===== src/rtl/ex_fwd_hazard_unit_pkg.sv =====
// Shared types and constants for the EX-stage forwarding/hazard unit:
// forwarding mux encodings and the per-stage register-usage slot.
package mips_pipe_pkg;

    localparam logic [1:0] FWD_RF  = 2'b00;
    localparam logic [1:0] FWD_WB  = 2'b01;
    localparam logic [1:0] FWD_MEM = 2'b10;

    // Slot register fields are sized for the widest supported REG_W and
    // zero-extended on entry, so equality compares stay exact.
    localparam int unsigned SLOT_REG_W = 8;

    typedef struct packed {
        logic                  valid;
        logic [SLOT_REG_W-1:0] rs;
        logic [SLOT_REG_W-1:0] rt;
        logic                  use_rs;
        logic                  use_rt;
        logic [SLOT_REG_W-1:0] rd;
        logic                  regwrite;
        logic                  memread;
    } pipe_slot_t;

    localparam pipe_slot_t EMPTY_SLOT = '{
        valid:    1'b0,
        rs:       {SLOT_REG_W{1'b0}},
        rt:       {SLOT_REG_W{1'b0}},
        use_rs:   1'b0,
        use_rt:   1'b0,
        rd:       {SLOT_REG_W{1'b0}},
        regwrite: 1'b0,
        memread:  1'b0
    };

    // True when the slot holds a live write to a non-zero register equal to r.
    function automatic logic slot_writes(input pipe_slot_t s,
                                         input logic [SLOT_REG_W-1:0] r);
        return s.valid & s.regwrite & (s.rd != {SLOT_REG_W{1'b0}}) & (s.rd == r);
    endfunction

endpackage


===== src/rtl/ex_fwd_hazard_unit_fwd_sel_cmp.sv =====
// Per-operand forwarding select: compares one EX source register against the
// MEM and WB slots and returns the ALU operand mux select.
module fwd_sel_cmp
    import mips_pipe_pkg::*;
(
    input  logic                  ex_valid,
    input  logic [SLOT_REG_W-1:0] src,
    input  logic                  use_src,
    input  pipe_slot_t            mem_slot,
    input  pipe_slot_t            wb_slot,
    output logic [1:0]            sel
);

    logic mem_hit_s;
    logic wb_hit_s;
    logic unused_slot_bits_s;

    // A load still in MEM has no data yet, so it never forwards from MEM.
    assign mem_hit_s = slot_writes(mem_slot, src) & ~mem_slot.memread;
    assign wb_hit_s  = slot_writes(wb_slot, src);

    assign unused_slot_bits_s = ^{mem_slot.rs, mem_slot.rt, mem_slot.use_rs,
                                  mem_slot.use_rt, wb_slot.rs, wb_slot.rt,
                                  wb_slot.use_rs, wb_slot.use_rt, wb_slot.memread};

    // Priority select: youngest producer (MEM) first, then WB, else register file.
    always_comb begin
        sel = FWD_RF;
        if (!(ex_valid & use_src)) begin
            sel = FWD_RF;
        end else if (mem_hit_s) begin
            sel = FWD_MEM;
        end else if (wb_hit_s) begin
            sel = FWD_WB;
        end else begin
            sel = FWD_RF;
        end
    end

endmodule


===== src/rtl/ex_fwd_hazard_unit.sv =====
// EX forwarding and load-use hazard controller for the 5-stage MIPS pipeline.
// Optional statistics counters are built when FWD_STATS_EN is defined.
module ex_fwd_hazard_unit
    import mips_pipe_pkg::*;
#(
    parameter int unsigned REG_W = 5,
    parameter int unsigned CNT_W = 16
) (
    input  logic             i_clk,
    input  logic             i_rst_n,
    input  logic             i_id_valid,
    input  logic [REG_W-1:0] i_id_rs,
    input  logic [REG_W-1:0] i_id_rt,
    input  logic             i_id_use_rs,
    input  logic             i_id_use_rt,
    input  logic [REG_W-1:0] i_id_rd,
    input  logic             i_id_regwrite,
    input  logic             i_id_memread,
    input  logic             i_flush,
    input  logic             i_hold,
    output logic             o_stall,
    output logic [1:0]       o_fwd_a,
    output logic [1:0]       o_fwd_b
`ifdef FWD_STATS_EN
    ,
    output logic [CNT_W-1:0] o_stall_cnt,
    output logic [CNT_W-1:0] o_fwd_cnt
`endif
);

    if (REG_W > SLOT_REG_W || CNT_W == 0) begin : g_cfg_out_of_range
    end

    pipe_slot_t            ex_r;
    pipe_slot_t            mem_r;
    pipe_slot_t            wb_r;
    pipe_slot_t            id_slot_s;
    logic [SLOT_REG_W-1:0] id_rs_s;
    logic [SLOT_REG_W-1:0] id_rt_s;
    logic [SLOT_REG_W-1:0] id_rd_s;
    logic                  load_use_s;
    logic [1:0]            fwd_a_s;
    logic [1:0]            fwd_b_s;

    assign id_rs_s = SLOT_REG_W'(i_id_rs);
    assign id_rt_s = SLOT_REG_W'(i_id_rt);
    assign id_rd_s = SLOT_REG_W'(i_id_rd);

    // Load in EX whose destination is read by the instruction in ID.
    always_comb begin
        load_use_s = 1'b0;
        if (ex_r.valid & ex_r.memread & i_id_valid) begin
            load_use_s = (i_id_use_rs & slot_writes(ex_r, id_rs_s)) |
                         (i_id_use_rt & slot_writes(ex_r, id_rt_s));
        end else begin
            load_use_s = 1'b0;
        end
    end

    // A flushed instruction needs no stall, and a held pipeline is already frozen.
    assign o_stall = load_use_s & ~i_flush & ~i_hold;

    // Build the next EX slot; flushes and load-use stalls become bubbles.
    always_comb begin
        id_slot_s          = EMPTY_SLOT;
        id_slot_s.valid    = i_id_valid & ~i_flush & ~load_use_s;
        id_slot_s.rs       = id_rs_s;
        id_slot_s.rt       = id_rt_s;
        id_slot_s.use_rs   = i_id_use_rs;
        id_slot_s.use_rt   = i_id_use_rt;
        id_slot_s.rd       = id_rd_s;
        id_slot_s.regwrite = i_id_regwrite;
        id_slot_s.memread  = i_id_memread;
    end

    // Shadow pipeline: advance EX->MEM->WB unless the whole core is held.
    always_ff @(posedge i_clk or negedge i_rst_n) begin
        if (!i_rst_n) begin
            ex_r  <= EMPTY_SLOT;
            mem_r <= EMPTY_SLOT;
            wb_r  <= EMPTY_SLOT;
        end else if (!i_hold) begin
            wb_r  <= mem_r;
            mem_r <= ex_r;
            ex_r  <= id_slot_s;
        end
    end

    fwd_sel_cmp u_fwd_a (
        .ex_valid (ex_r.valid),
        .src      (ex_r.rs),
        .use_src  (ex_r.use_rs),
        .mem_slot (mem_r),
        .wb_slot  (wb_r),
        .sel      (fwd_a_s)
    );

    fwd_sel_cmp u_fwd_b (
        .ex_valid (ex_r.valid),
        .src      (ex_r.rt),
        .use_src  (ex_r.use_rt),
        .mem_slot (mem_r),
        .wb_slot  (wb_r),
        .sel      (fwd_b_s)
    );

    assign o_fwd_a = fwd_a_s;
    assign o_fwd_b = fwd_b_s;

`ifdef FWD_STATS_EN
    localparam logic [CNT_W-1:0] CNT_MAX = {CNT_W{1'b1}};
    localparam logic [CNT_W-1:0] CNT_ONE = {{(CNT_W-1){1'b0}}, 1'b1};

    logic [CNT_W-1:0] stall_cnt_r;
    logic [CNT_W-1:0] fwd_cnt_r;
    logic             fwd_event_s;

    assign fwd_event_s = ~i_hold & ex_r.valid &
                         ((fwd_a_s != FWD_RF) | (fwd_b_s != FWD_RF));

    // Saturating event counters for stalls and forwarded operands.
    always_ff @(posedge i_clk or negedge i_rst_n) begin
        if (!i_rst_n) begin
            stall_cnt_r <= {CNT_W{1'b0}};
            fwd_cnt_r   <= {CNT_W{1'b0}};
        end else begin
            if (o_stall && (stall_cnt_r != CNT_MAX)) begin
                stall_cnt_r <= stall_cnt_r + CNT_ONE;
            end
            if (fwd_event_s && (fwd_cnt_r != CNT_MAX)) begin
                fwd_cnt_r <= fwd_cnt_r + CNT_ONE;
            end
        end
    end

    assign o_stall_cnt = stall_cnt_r;
    assign o_fwd_cnt   = fwd_cnt_r;
`endif

endmodule


===== config.mk =====
export PLATFORM = sky130hd
export DESIGN_NAME = ex_fwd_hazard_unit
export DESIGN_NICKNAME = d
export VERILOG_FILES = /design/src/rtl/ex_fwd_hazard_unit_pkg.sv /design/src/rtl/ex_fwd_hazard_unit_fwd_sel_cmp.sv /design/src/rtl/ex_fwd_hazard_unit.sv
export SDC_FILE = /design/constraint.sdc
export NUM_CORES = 1
export LEC_CHECK = 0
export BUFFER_PORTS_ARGS = -buffer_cell sky130_fd_sc_hd__buf_2
export CAP_MARGIN = 20
export CORE_MARGIN = 3
export CORE_UTILIZATION = 45
export DETAILED_ROUTE_END_ITERATION = 8
export PLACE_DENSITY = 0.65
export SLEW_MARGIN = 20
export SYNTH_ARGS = -nofsm -noshare
export SYNTH_HDL_FRONTEND = slang
export SYNTH_SLANG_ARGS = --single-unit

===== constraint.sdc =====
create_clock -name i_clk -period 2.5 [get_ports i_clk]
set_input_delay 0.625 -clock i_clk [delete_from_list [all_inputs] [get_ports i_clk]]
set_output_delay 0.625 -clock i_clk [all_outputs]
set_load 0.1 [all_outputs]

Word level (Yosys, flattened, before mapping)
Index checks and enable logic that the tools add are counted.
{ "totals": {"register_bits": 35, "in_bits": 24, "elab_cells": 60, "out_inout_bits": 5} }
{ "classes": {"n_bitwise": 29, "eq_ne": 6, "mux": 7, "n_reduce_logical": 3} }
{ "op_table": {"columns": ["cell", "n"], "rows": [
  ["5-bit equality test", 6],
  ["1-bit AND", 24],
  ["8-bit nonzero test", 3],
  ["2-bit 2-to-1 mux", 4],
  ["1-bit inverter", 4],
  ["1-bit 2-to-1 mux", 3],
  ["1-bit OR", 1]
]} }

Depth between registers and ports, before layout
Gate-level depths: netlist of run 1.
{ "depth": {"word_depth": 8, "depth_mapped": 5, "depth_no_buf": 4} }

Modules after synthesis
A second synthesis of run 1 with hierarchy kept.
{ "unflattened": {"cells_unflattened": 218, "area_unflattened_um2": 2871.5} }
{ "by_module_without_submodules": {"columns": ["module", "cells_per_inst", "instances", "area_each_um2", "seq_area_each_um2"], "rows": [
  ["ex_fwd_hazard_unit", 152, 1, 2381.0, 1501.4],
  ["fwd_sel_cmp", 33, 2, 245.2, 0.0]
]} }

Worst setup path before layout of run 1
No wires, ideal clock.
{ "synth_timing": {"path_type": "input to output", "from": "in i_hold", "to": "out o_stall", "setup_slack_ps": -1328, "cell_stages": 5, "t_arrival_ps": 3203, "t_required_ps": 1875, "cell_sequence": "buf_2 > nand2b_1 > nor2_1 > o21ai_0 > nor3_1"} }
{ "synth_between": {"elab_chain_cells": 2} }
{ "synth_rtl": {"columns": ["element", "line_no", "text"], "rows": [
  ["from (decl)", "ex_fwd_hazard_unit.sv:20", "input logic i_hold,"],
  ["1-bit inverter", "ex_fwd_hazard_unit.sv:61", "assign o_stall = load_use_s & ~i_flush & ~i_hold;"],
  ["1-bit AND", "ex_fwd_hazard_unit.sv:61", null],
  ["to (decl)", "ex_fwd_hazard_unit.sv:21", "output logic o_stall,"]
]} }
Every way passes these cells.

Worst setup path in the final report of run 1
{ "layout_timing": {"from": "reg mem_r[2] (netlist name)", "to": "out o_fwd_a[0]"} }
{ "layout_between": {"elab_chain_cells": 6, "elab_cells_between_ends": 7, "cone_classes": "eq/ne: 1; mux: 2; bitwise: 3; reduce/logical: 1"} }
{ "layout_rtl": {"columns": ["element", "line_no", "text"], "rows": [
  ["from (decl)", "ex_fwd_hazard_unit.sv:35", "pipe_slot_t mem_r;"],
  ["from (signal assigned)", "ex_fwd_hazard_unit.sv:84", "mem_r <= ex_r;"],
  ["8-bit nonzero test", "ex_fwd_hazard_unit_pkg.sv:38", "return s.valid & s.regwrite & (s.rd != {SLOT_REG_W{1'b0}}) & (s.rd == r);"],
  ["1-bit AND", "ex_fwd_hazard_unit_pkg.sv:38", null],
  ["1-bit AND *", "ex_fwd_hazard_unit_pkg.sv:38", null],
  ["1-bit AND *", "ex_fwd_hazard_unit_fwd_sel_cmp.sv:19", "assign mem_hit_s = slot_writes(mem_slot, src) & ~mem_slot.memread;"],
  ["2-bit 2-to-1 mux *", "ex_fwd_hazard_unit_fwd_sel_cmp.sv:31", "end else if (mem_hit_s) begin"],
  ["2-bit 2-to-1 mux *", "ex_fwd_hazard_unit_fwd_sel_cmp.sv:29", "if (!(ex_valid & use_src)) begin"],
  ["to (decl)", "ex_fwd_hazard_unit.sv:22", "output logic [1:0] o_fwd_a,"]
]} }
Mark *: on every way between the ends. The rest lies on a longest branch, timed or not.

==> results of run 1 <==
## synthesized netlist by cell type, types with 2 or more instances
cell type | number | share of area (%)
nand4_1 | 2 | 0.72
nor4_1 | 4 | 1.4
xor2_1 | 18 | 9.1
nor3_1 | 3 | 0.86
mux2_2 | 33 | 21
or4_1 | 3 | 1.3
nand2_1 | 4 | 0.86
buf_1 | 3 | 0.65
xnor2_1 | 12 | 6.0
nand3_1 | 3 | 0.86
dfrtp_1 | 35 | 50
## what timing repair did
action | 4_1_cts | 5_1_grt
gates resized for setup | 10 | 12
setup endpoints to repair | 5 | 5
hold endpoints to repair | 0 | 0
buffers inserted | 2 | 5
pin swaps | 4 | 8
## how the worst min path moves through the flow
stage / slack [ps] / to / from
floorplan: 330 / ex_r[0]$_DFFE_PN0N_ / i_rst_n
global placement: 490 / wb_r[28]$_DFFE_PN0N_ / wb_r[28]$_DFFE_PN0N_
detailed placement: 500 / wb_r[1]$_DFFE_PN0N_ / wb_r[1]$_DFFE_PN0N_
CTS: 420 / wb_r[5]$_DFFE_PN0N_ / i_rst_n
global route: 460 / mem_r[1]$_DFFE_PN0N_ / i_rst_n
finish: 420 / mem_r[1]$_DFFE_PN0N_ / i_rst_n
## flip-flops by register name, summed over array words and instances, names as in the netlist
name	cells
mem_r	8
ex_r	20
wb_r	7
## per-layer routing
layer | global-route usage [%] | part of all wire, % | vias up | wire length [um]
met3 | 4.60 | 4.6 | 11 | 174
met1 | 25.6 | 46 | 587 | 1710
met2 | 27.8 | 47 | 38 | 1760
met5 | 0 | 0 | - | 0
li1 | - | - | 564 | -
met4 | 11.4 | 2.7 | 0 | 102
## final cells by class
class                   count  area, um^2  share of cell area, %
well taps                  46        57.6                   2.51
multi-input cells          95         927                   40.4
clock buffers               8         100                   4.37
flip-flops and latches     35         882                   38.5
repair buffers             40         322                   14.0
inverters                   1        3.75                  0.164
## where the power goes
group | internal (mW) | switching (mW)
sequential | 0.640 | 0.0874
combinational | 0.175 | 0.133
clock | 0.251 | 0.192
## metrics by stage
stage / power [mW] / hold slack [ps]
2_1_floorplan: 0.895 / 329
3_3_place_gp: 0.988 / 494
3_5_place_dp: 0.998 / 499
4_1_cts: 1.46 / 424
5_1_grt: 1.56 / 464
6_report: 1.48 / 417
## logic make-up (layout without fill, tap and decap cells)
logic type      Yosys count  after routing  synth area share (%)
flops                    35             35                  50.3
compound gates            6              6                  3.02
mux                      33             33                  21.3
simple gates             26             26                  9.12
xor+xnor                 30             30                  15.1
buf+inv                   5             49                  1.15
==> impl_metrics.yaml, run 1 <==
cts:
  cts_hold_buf: 0
  cts_tree: "built"
  cts.sinks: 35
  cts.path.max_buffers: 2
  htreeDepth: 2
  clk_pin_slew_worst_paths_ps: 60
  cts-buffers-inserted: 5
  root_buffer: "clkbuf_8"
  clk_latency_ps: 280
setup_path:
  worstPathRequired_ps: 1880
  slowest_delay_ps: 550
  arrival_ps: 1960
  ff2ff_setup_slack_ps: 960
  crit_cells: 5
  critPathBufInv: 1
  cp_top_family: "simple AND/OR/NAND/NOR gates"
  r2r.worst_path.cells: 3
  endpoint_kind: "output port"
  crit_slowest_cell: "or4_4"
  cp_cell_sequence: "or4_4 > o2111ai_4 > nor4_4 > nor3_4 > buf_12"
  worstReg2RegStart: "ex_r[4]$_DFFE_PN0N_"
  cp-start-kind: "register"
  critPathKind: "reg -> out"
  crit_path_start: "mem_r[2]$_DFFE_PN0N_"
  rr_endpoint: "ex_r[28]$_DFFE_PN0N_"
  worstSetupEndpoint: "o_fwd_a[0]"
  path_max_fanout: 2
power:
  power.density_mw_per_mm2: 645
  peakVddDrop_mv: 0.363
  p_leak_nw: 0.967
grt:
  grt_pass1_vias: 1210
  grt_max_degree: 37
  gr-total-overflow: 0
  grt_pass1_wl_um: 6180
  grt_usage_pct: 19.1
  antenna_found_initial: 0
placement:
  place_ws_ps: 75.3
  io_buffers: 28
  gp_congestion: 0.840
  placed_cell_area_mm2: 0.00204
  dp_hpwl_um: 2730
  dp.cells: 210
synth:
  synth_seq_cells: 35
  syn_inst: 135
  syn_area_per_cell_um2: 12.9
  synthFlopType: "dfrtp_1"
  postSynth.asyncResetShare_pct: 100
  syn_area_mm2: 0.00174
  synth-seq-area-share_pct: 50.3
  synth_edf_count: 0
  ys_warn_count: 0
  syn_nets: 159
  synthDistinctLibCells: 26
run:
  cap_violations: 0
floorplanning:
  die_area_mm2: 0.00465
  core-area_mm2: 0.00352
  row_count: 21
  pin_count: 29
  die_y_um: 68.2
  die_x_um: 68.2
  start_util_pct: 49.5
drt:
  first_pass_iters: 4
  wl_per_cell_um: 16.6
  drt_iter0_markers: 36
  antenna_left: 0
  finalWirelength_um: 3750
  drc: 0
  routed_via_density: 5.33
  vias: 1200
final_layout:
  drive_above_1_share_pct: 54.2
  final_util_pct: 65.1
  layout_commonest_cell: "mux2_2"
  diodes: 0
  n_fill_cell: 296
  fin_nets: 202
  stdcell_count: 225
  syn_to_final_growth_pct: 31.6
  final_cell_mix: "33 x mux2_2, 30 x dfrtp_1, 21 x buf_2, 18 x xor2_1, 12 x xnor2_1"
  finalInstanceArea_mm2: 0.00229
sta:
  fin_skew_ps: 3.40
  slew_violations: 0
  rsz0062_at_grt: "yes"
  setup_viol: 4
  hold_violations: 0
  slew_headroom_pct: 48.7
  setup_ws_ps: -85.7
  post-route-period-util_pct: 103
  fmax_mhz: 387
  tightest_slew_ps: 770
  period_needed_ps: 2590
  fin_setup_tns_ps: -238
status:
  violations: "setup timing"
  status: "finished, violations left"
worst_hold_path:
  hp-class: "in -> async"
(Power assumes the default switching activity.)
==> run 2: changes to the inputs <==
--- a/config.mk
+++ b/config.mk
@@ -7,7 +7,7 @@
 export LEC_CHECK = 0
 export BUFFER_PORTS_ARGS = -buffer_cell sky130_fd_sc_hd__buf_2
 export CAP_MARGIN = 20
-export CORE_MARGIN = 3
+export CORE_MARGIN = 2
 export CORE_UTILIZATION = 45
 export DETAILED_ROUTE_END_ITERATION = 8
 export PLACE_DENSITY = 0.65
@@ -15,3 +15,4 @@
 export SYNTH_ARGS = -nofsm -noshare
 export SYNTH_HDL_FRONTEND = slang
 export SYNTH_SLANG_ARGS = --single-unit
+export TNS_END_PERCENT = 20
==> impl_metrics.yaml, run 2 (synthesized netlist as in run 1, its figures left out) <==
grt:
  antenna_found_initial: 0
  grt_pass1_vias: 1243
  gr-total-overflow: 0
  grt_max_degree: 37
  grt_pass1_wl_um: 6160
  grt_usage_pct: 19.0
final_layout:
  finalInstanceArea_mm2: 0.00218
  fin_nets: 199
  syn_to_final_growth_pct: 25.4
  drive_above_1_share_pct: 49.1
  layout_commonest_cell: "dfrtp_1"
  largest_reg_flops: 20
  diodes: 0
  final_util_pct: 59.2
  largest-register: "ex_r"
  stdcell_count: 223
  reg_top3: "ex_r x20, mem_r x8, wb_r x7"
  final_cell_mix: "34 x dfrtp_1, 33 x mux2_2, 23 x buf_2, 18 x xor2_1, 12 x xnor2_1"
  n_fill_cell: 322
drt:
  antenna_left: 0
  wl_met2_um: 1800
  wl_per_cell_um: 16.4
  wl_met1_um: 1660
  drc: 0
  routed-wl-met3_um: 162
  finalWirelength_um: 3660
  top_layer: "met4"
  first_pass_iters: 4
  routed_via_density: 5.32
  vias: 1186
  drt_iter0_markers: 52
power:
  switching_power_mw: 0.400
  peakVddDrop_mv: 0.454
  p_clk_share_pct: 28.6
  p_int_mw: 1.02
  pwr-share-seq_pct: 50.8
  power_frac_comb_pct: 20.6
  power.density_mw_per_mm2: 651
  switching_share_pct: 28.1
  p_leak_nw: 0.924
  total_power_mw: 1.42
status:
  violations: "setup timing"
  status: "finished, violations left"
floorplanning:
  pin_count: 29
  start_util_pct: 47.2
  die_y_um: 66.2
  die_x_um: 66.2
  row_count: 22
  core-area_mm2: 0.00369
  die_area_mm2: 0.00438
setup_path:
  endpoint_kind: "output port"
  cp_top_family: "simple AND/OR/NAND/NOR gates"
  cp_cell_sequence: "or4_4 > o2111ai_4 > nor4_2 > and3_1 > buf_6"
  critPathBufInv: 1
  slowest_delay_ps: 550
  critPathKind: "reg -> out"
  worstPathRequired_ps: 1880
  crit_slowest_cell: "or4_4"
  arrival_ps: 1930
  path_max_fanout: 2
  cp-start-kind: "register"
sta:
  fmax_mhz: 391
  slew_headroom_pct: 48.8
  hold_violations: 0
  rsz0062_at_grt: "yes"
  slew_violations: 0
  tightest_slew_ps: 769
  post-route-period-util_pct: 102
  fin_skew_ps: 5.96
  hold_slack_ps: 413
  setup_ws_ps: -57.9
  setup_viol: 3
  period_needed_ps: 2560
  fin_setup_tns_ps: -133
placement:
  place_ws_ps: 106
  dp_hpwl_um: 2740
  placed_cell_area_mm2: 0.00202
  gp_congestion: 0.830
  dp.cells: 210
  io_buffers: 28
worst_hold_path:
  hp-class: "in -> async"
cts:
  cts.path.max_buffers: 2
  htreeDepth: 2
  clk_pin_slew_worst_paths_ps: 70
  root_buffer: "clkbuf_8"
  clk_latency_ps: 280
  cts_tree: "built"
  cts-buffers-inserted: 5
  cts.sinks: 35
run:
  cap_violations: 0
==> run 2: what timing repair did <==
item,CTS,global route
setup buffers,6,0
gates resized for setup,6,4
endpoints found under the setup margin,5,5
pin swaps,1,2
hold endpoints to repair,0,0
hold buffers,0,0
==> run 2: layout make-up <==
type | instances | area, um^2 | area share, %
multi-input combinational | 95 | 887 | 40.6
sequential | 35 | 877 | 40.1
timing repair buffer | 37 | 269 | 12.3
clock buffer | 6 | 82.6 | 3.78
tap | 48 | 60.1 | 2.75
clock inverter | 1 | 5.00 | 0.229
inverter | 1 | 3.75 | 0.172
==> run 2: power groups by stage <==
stage | sequential (mW) | clock, mW | combinational, mW
after floorplan | 0.712 | 0 | 0.182
after global placement | 0.739 | 0 | 0.240
after detailed placement | 0.743 | 0 | 0.247
after CTS | 0.718 | 0.419 | 0.291
after global routing | 0.733 | 0.437 | 0.322
final | 0.723 | 0.407 | 0.293
==> run 2: path summary, 6_finish.rpt <==
check                                startpoint                   end  slack (ps)  depth (start not counted)
setup / recovery           mem_r[2]$_DFFE_PN0N_            o_fwd_a[1]         -60                          5
min in group i_clk         wb_r[28]$_DFFE_PN0N_  wb_r[28]$_DFFE_PN0N_         510                          1
hold reg to reg            wb_r[28]$_DFFE_PN0N_  wb_r[28]$_DFFE_PN0N_         510                          1
max in group asynchronous               i_rst_n  mem_r[5]$_DFFE_PN0N_        1550                          1
setup reg to reg            ex_r[3]$_DFFE_PN0N_  ex_r[28]$_DFFE_PN0N_         950                          3
hold / removal                          i_rst_n   ex_r[1]$_DFFE_PN0N_         410                          1
==> run 2: metal layers <==
layer,up-vias,track usage [%]
li1,564,-
met1,590,26.0
met2,28,29.8
met3,4,4.77
met4,0,5.87
met5,-,0
